$ cat src/rtl/rr_fifo_arbiter_param.sv
// N_CH write channels, each buffered in its own DEPTH-entry FIFO, merged onto
// one registered output stream in round-robin order (strict or work-conserving).
module rr_fifo_arbiter_param #(
  parameter int N_CH       = 4,
  parameter int DATA_W     = 8,
  parameter int DEPTH      = 4,
  parameter int SKIP_EMPTY = 0,
  localparam int CH_W      = $clog2(N_CH)
) (
  input  logic                     clk,
  input  logic                     rst,
  input  logic [N_CH-1:0]          wen,
  input  logic [N_CH*DATA_W-1:0]   din,
  input  logic                     out_ready,
  output logic [DATA_W-1:0]        dout,
  output logic                     valid,
  output logic [CH_W-1:0]          chan,
  output logic [N_CH-1:0]          full,
  output logic [N_CH-1:0]          drop_err
);

  localparam int AW = $clog2(DEPTH);
  localparam int CW = AW + 1;
  localparam int PW = CH_W + 1;

  logic [N_CH-1:0]   w_nonempty;
  logic [N_CH-1:0]   w_pop;
  logic [DATA_W-1:0] w_head [N_CH];
  logic [CH_W-1:0]   w_cand [N_CH];
  logic              w_found;
  logic [CH_W-1:0]   w_gsel;

  logic [DATA_W-1:0] r_dout;
  logic              r_valid;
  logic [CH_W-1:0]   r_chan;
  logic [CH_W-1:0]   r_ptr;

  function automatic logic [CH_W-1:0] f_next(input logic [CH_W-1:0] p);
    return (p == CH_W'(N_CH - 1)) ? '0 : p + CH_W'(1);
  endfunction

  genvar gi;
  generate
    for (gi = 0; gi < N_CH; gi++) begin : g_ch
      logic [DATA_W-1:0] r_mem [DEPTH];
      logic [AW-1:0]     r_wptr;
      logic [AW-1:0]     r_rptr;
      logic [CW-1:0]     r_count;
      logic              r_drop;
      logic              w_push;
      logic [PW-1:0]     w_sum;

      // Full is judged on pre-edge occupancy, so a same-cycle pop frees no room.
      assign full[gi]       = (r_count == CW'(DEPTH));
      assign w_push         = wen[gi] && !full[gi];
      assign w_nonempty[gi] = (r_count != '0);
      assign w_head[gi]     = r_mem[r_rptr];
      assign w_pop[gi]      = out_ready && w_found && (w_gsel == CH_W'(gi));
      assign drop_err[gi]   = r_drop;

      // Candidate at search offset gi from the pointer, modulo N_CH.
      assign w_sum       = {1'b0, r_ptr} + PW'(gi);
      assign w_cand[gi]  = (w_sum >= PW'(N_CH)) ? CH_W'(w_sum - PW'(N_CH)) : CH_W'(w_sum);

      always_ff @(posedge clk) begin
        if (w_push && !rst) begin
          r_mem[r_wptr] <= din[gi*DATA_W +: DATA_W];
        end
      end

      always_ff @(posedge clk) begin
        if (rst) begin
          r_wptr  <= '0;
          r_rptr  <= '0;
          r_count <= '0;
          r_drop  <= 1'b0;
        end else begin
          if (w_push) begin
            r_wptr <= r_wptr + AW'(1);
          end
          if (w_pop[gi]) begin
            r_rptr <= r_rptr + AW'(1);
          end
          case ({w_push, w_pop[gi]})
            2'b10:   r_count <= r_count + CW'(1);
            2'b01:   r_count <= r_count - CW'(1);
            default: r_count <= r_count;
          endcase
          if (wen[gi] && full[gi]) begin
            r_drop <= 1'b1;
          end
        end
      end
    end
  endgenerate

  // Lowest search offset wins, so scan from the far end and let nearer hits overwrite.
  always_comb begin
    w_found = 1'b0;
    w_gsel  = r_ptr;
    if (SKIP_EMPTY == 0) begin
      w_found = w_nonempty[r_ptr];
    end else begin
      for (int k = N_CH - 1; k >= 0; k--) begin
        if (w_nonempty[w_cand[k]]) begin
          w_found = 1'b1;
          w_gsel  = w_cand[k];
        end
      end
    end
  end

  always_ff @(posedge clk) begin
    if (rst) begin
      r_dout  <= '0;
      r_valid <= 1'b0;
      r_chan  <= '0;
      r_ptr   <= '0;
    end else if (out_ready) begin
      if (w_found) begin
        r_dout  <= w_head[w_gsel];
        r_valid <= 1'b1;
        r_chan  <= w_gsel;
        r_ptr   <= f_next(w_gsel);
      end else begin
        r_dout  <= '0;
        r_valid <= 1'b0;
        if (SKIP_EMPTY == 0) begin
          r_chan <= r_ptr;
          r_ptr  <= f_next(r_ptr);
        end
      end
    end
  end

  assign dout  = r_dout;
  assign valid = r_valid;
  assign chan  = r_chan;

endmodule
$ cat config.mk
export PLATFORM = sky130hd
export DESIGN_NAME = rr_fifo_arbiter_param
export DESIGN_NICKNAME = d
export VERILOG_FILES = /design/src/rtl/rr_fifo_arbiter_param.sv
export SDC_FILE = /design/constraint.sdc
export NUM_CORES = 1
export LEC_CHECK = 0
export BUFFER_PORTS_ARGS = -buffer_cell sky130_fd_sc_hd__buf_4
export CELL_PAD_IN_SITES_DETAIL_PLACEMENT = 1
export CELL_PAD_IN_SITES_GLOBAL_PLACEMENT = 2
export CORE_MARGIN = 2
export CORE_UTILIZATION = 39
export CTS_CLUSTER_SIZE = 30
export DETAILED_ROUTE_END_ITERATION = 8
export PLACE_DENSITY = 0.79
export SLEW_MARGIN = 20
export SYNTH_ARGS = -nofsm -noshare
export SYNTH_HDL_FRONTEND = slang
export SYNTH_SLANG_ARGS = --single-unit
$ cat constraint.sdc
create_clock -name clk -period 2.81 [get_ports clk]
set_input_delay 0.562 -clock clk [delete_from_list [all_inputs] [get_ports clk]]
set_output_delay 0.562 -clock clk [all_outputs]
set_load 0.1 [all_outputs]
==> flow_metrics.env <==
export IMPL_drtAntennaViolNets=0
export IMPL_wl_per_cell_um=19.8
export IMPL_maxSlewViolCount=0
export IMPL_clkLatencyLatePin_ns=0.43
export IMPL_ys_types=31
export IMPL_grt_max_degree=55
export IMPL_synth_nets=542
export IMPL_cp_start_kind="flip-flop"
export IMPL_gp_congestion=0.766
export IMPL_p_comb_frac=0.178
export IMPL_syn_mean_instance_area_sq_um=15.6
export IMPL_dr_pass1_iters=4
export IMPL_die_w_um=142
export IMPL_area_delta_synth_final_pct=20.0
export IMPL_drv_cap=0
export IMPL_cp_data_arrival_time_ns=3.05
export IMPL_setup_violations_final=0
export IMPL_clkSinkCount=181
export IMPL_start_util=0.397
export IMPL_regToRegStartpoint="g_ch[0].r_count[1]"
export IMPL_switchingPower_mw=1.91
export IMPL_finalClockSkew_ns=0.0116
export IMPL_nets=612
export IMPL_via_per_inst=5.21
export IMPL_swShare=0.279
export IMPL_worstPathRequired_ns=3.16
export IMPL_crit_type="flip-flop to flip-flop"
export IMPL_placed_area_sq_mm=0.00813
export IMPL_grt_pass1_wl_um=24300
export IMPL_cp_max_fo=5
export IMPL_cts_tree="done"
export IMPL_synthCells=475
export IMPL_overflow=0
export IMPL_fmax_mhz=369
export IMPL_multi_input_area_sq_mm=0.00236
export IMPL_antenna_found_initial=0
export IMPL_io_pin_count=58
export IMPL_tightest_slew_ns=0.661
export IMPL_die_h_um=142
export IMPL_period_needed_ns=2.71
export IMPL_die_area_sq_mm=0.0201
export IMPL_power_share_clock=0.362
export IMPL_hpwl_um=10700
export IMPL_cp_end_kind="flip-flop"
export IMPL_clk_pin_slew_ns=0.07
export IMPL_routed_wl_um=15700
export IMPL_p_leak_nw=3.13
export IMPL_vdd_drop_max_mv=0.491
export IMPL_worstHoldPathType="primary input to flip-flop"
export IMPL_r2r_slack_ns=0.10
export IMPL_drive_above_1_share=0.296
export IMPL_cts_made_buffers=17
export IMPL_diodes=0
export IMPL_synth_seq_area_share=0.664
export IMPL_regArea_sq_mm=0.00491
export IMPL_internal_power_mw=4.94
export IMPL_drt_iter0_markers=181
export IMPL_status="completed"
export IMPL_grt_usage=0.162
export IMPL_io_buffers=57
export IMPL_htree_levels=4
export IMPL_design_area_sq_mm=0.00887
export IMPL_r2r_end="g_ch[1].r_count[2]"
export IMPL_fin_crit_sh=0.963
export IMPL_coreArea_sq_mm=0.0186
export IMPL_cts_root_buffer="clkbuf_16"
export IMPL_synth_seq_cells=181
export IMPL_grt_pass1_vias=4447
export IMPL_vias=4125
export IMPL_synth_area_sq_mm=0.00739
export IMPL_fill_cells=1838
export IMPL_final_hold_violation_count=0
export IMPL_critPathCapture="g_ch[1].r_count[2]"
export IMPL_clockBufferDepth=2
export IMPL_fin_util=0.476
export IMPL_rr_worst_depth=9
export IMPL_row_count=50
export IMPL_powerDensity_mw_per_mm2=773
export IMPL_relSlewSlack=0.558
export IMPL_yosysWarnings=0
export IMPL_drc=0
export IMPL_seqPwrFrac=0.459
export IMPL_crit_path_start="g_ch[0].r_count[1]"
routing by layer:
layer / share of wire / vias up / global-route usage
met5: 0 / - / 0
met4: 0.022 / 0 / 0.0753
met3: 0.034 / 26 / 0.0290
met2: 0.50 / 84 / 0.270
met1: 0.44 / 2110 / 0.207
li1: - / 1905 / -
metrics by stage:
step / total power [mW] / TNS (ns) / setup WS (ns) / std cells / hold slack, ns
after floorplan: 3.97 / 0 / 0.0367 / 475 / 0.438
after global placement: 4.24 / 0 / 0.129 / 753 / 0.453
after detailed placement: 4.30 / -0.0828 / -0.0436 / 753 / 0.465
after CTS: 6.79 / 0 / 0.00437 / 785 / 0.313
after global routing: 7.12 / -0.0392 / -0.0253 / 792 / 0.315
final: 6.85 / 0 / 0.103 / 792 / 0.331
power groups by stage:
stage          clock [mW]  combinational [mW]  sequential [mW]
3_5_place_dp            0                1.09             3.20
3_3_place_gp            0                1.06             3.19
6_report             2.48                1.22             3.15
2_1_floorplan           0               0.635             3.33
5_1_grt              2.62                1.32             3.17
4_1_cts              2.53                1.11             3.15
logic make-up after synthesis:
logic type      count (synthesis)  share of synthesized area
fa+ha+maj                      28                     0.0515
compound gates                 50                     0.0474
simple gates                  100                     0.0697
flops                         181                      0.664
xor+xnor                       12                     0.0142
buf+inv                        56                     0.0315
mux                            48                      0.122
placed cells by master, fill, tap and decap left out, drive strengths merged:
cell	n
mux2i	7
nand2b	5
and2	17
o21ai	4
xnor2	4
inv	37
nand2	5
or3	5
o32ai	8
buf	75
clkbuf	17
mux4	34
xor2	8
clkinvlp	3
dfxtp	53
and2b	1
mux2	8
fa	4
clkinv	3
bufinv	3
a21oi	18
nor2	45
nor2b	5
edfxtp	128
nor3b	8
nor3	5
a22o	16
or4	4
o31ai	4
ha	24
timing repair:
item,CTS,global route
hold buffers,0,0
buffers inserted,0,6
gates resized for setup,3,12
setup endpoints to repair,2,4
pin swaps,0,1
gates cloned,0,1
Yosys cell counts:
| library cell | count | area (sq um) |
|---|---|---|
| clkbuf_1 | 14 | 52.6 |
| a22o_1 | 16 | 140 |
| nor2b_1 | 5 | 31.3 |
| xor2_1 | 8 | 70.1 |
| or4_1 | 4 | 30.0 |
| fa_1 | 4 | 80.1 |
| inv_1 | 30 | 113 |
| nor2_1 | 45 | 169 |
| a21oi_1 | 18 | 90.1 |
| nor3b_1 | 7 | 52.6 |
| and2b_1 | 1 | 7.51 |
| or3_1 | 5 | 31.3 |
| buf_6 | 1 | 11.3 |
| ha_1 | 24 | 300 |
| nor3b_2 | 1 | 12.5 |
| nor3_1 | 5 | 25.0 |
| edfxtp_1 | 128 | 3840 |
| buf_4 | 4 | 30.0 |
| buf_1 | 6 | 22.5 |
| mux2i_1 | 7 | 70.1 |
| xnor2_1 | 4 | 35.0 |
| dfxtp_1 | 53 | 1060 |
| o32ai_1 | 8 | 70.1 |
| o21ai_0 | 4 | 20.0 |
| o31ai_1 | 4 | 30.0 |
| mux2_2 | 8 | 90.1 |
| mux4_2 | 33 | 743 |
| inv_2 | 1 | 3.75 |
| nand2_1 | 5 | 18.8 |
| nand2b_1 | 5 | 31.3 |
| and2_1 | 17 | 106 |
worst min-delay path by stage:
stage | to | depth (start not counted) | startpoint | slack [ns]
global placement | g_ch[2].r_drop | 2 | g_ch[2].r_drop | 0.45
finish | g_ch[3].r_mem[2][6] | 1 | din[30] | 0.33
CTS | g_ch[3].r_mem[2][6] | 1 | din[30] | 0.31
global route | g_ch[3].r_mem[2][6] | 1 | din[30] | 0.31
detailed placement | g_ch[1].r_drop | 2 | g_ch[1].r_drop | 0.46
floorplan | g_ch[0].r_drop | 2 | g_ch[0].r_drop | 0.44
sequential cells by signal, indices dropped and copies added, names as in the netlist, named ones only:
register / flops
g_ch.r_mem: 128
g_ch.r_count: 12
dout: 8
g_ch.r_rptr: 8
g_ch.r_wptr: 8
g_ch.r_drop: 4
chan: 2
r_ptr: 2
valid: 1
critical path, stage by stage, from the launching register on:
cell and delay, ns:
dfxtp_2 0.37, nor3_1 0.08, mux4_2 0.62, nor3b_4 0.25
ha_1 0.23, inv_1 0.07, fa_1 0.37, xor2_1 0.16
or3_1 0.30, a21oi_1 0.17
layout make-up:
cell class              count  share of cell area
clock buffers              17              0.0480
clock inverters            15              0.0219
inverters                  31              0.0131
multi-input cells         239               0.267
flip-flops and latches    181               0.554
well taps                 234              0.0330
repair buffers             75              0.0635
No activity file was read; power rests on OpenSTA's default activity.
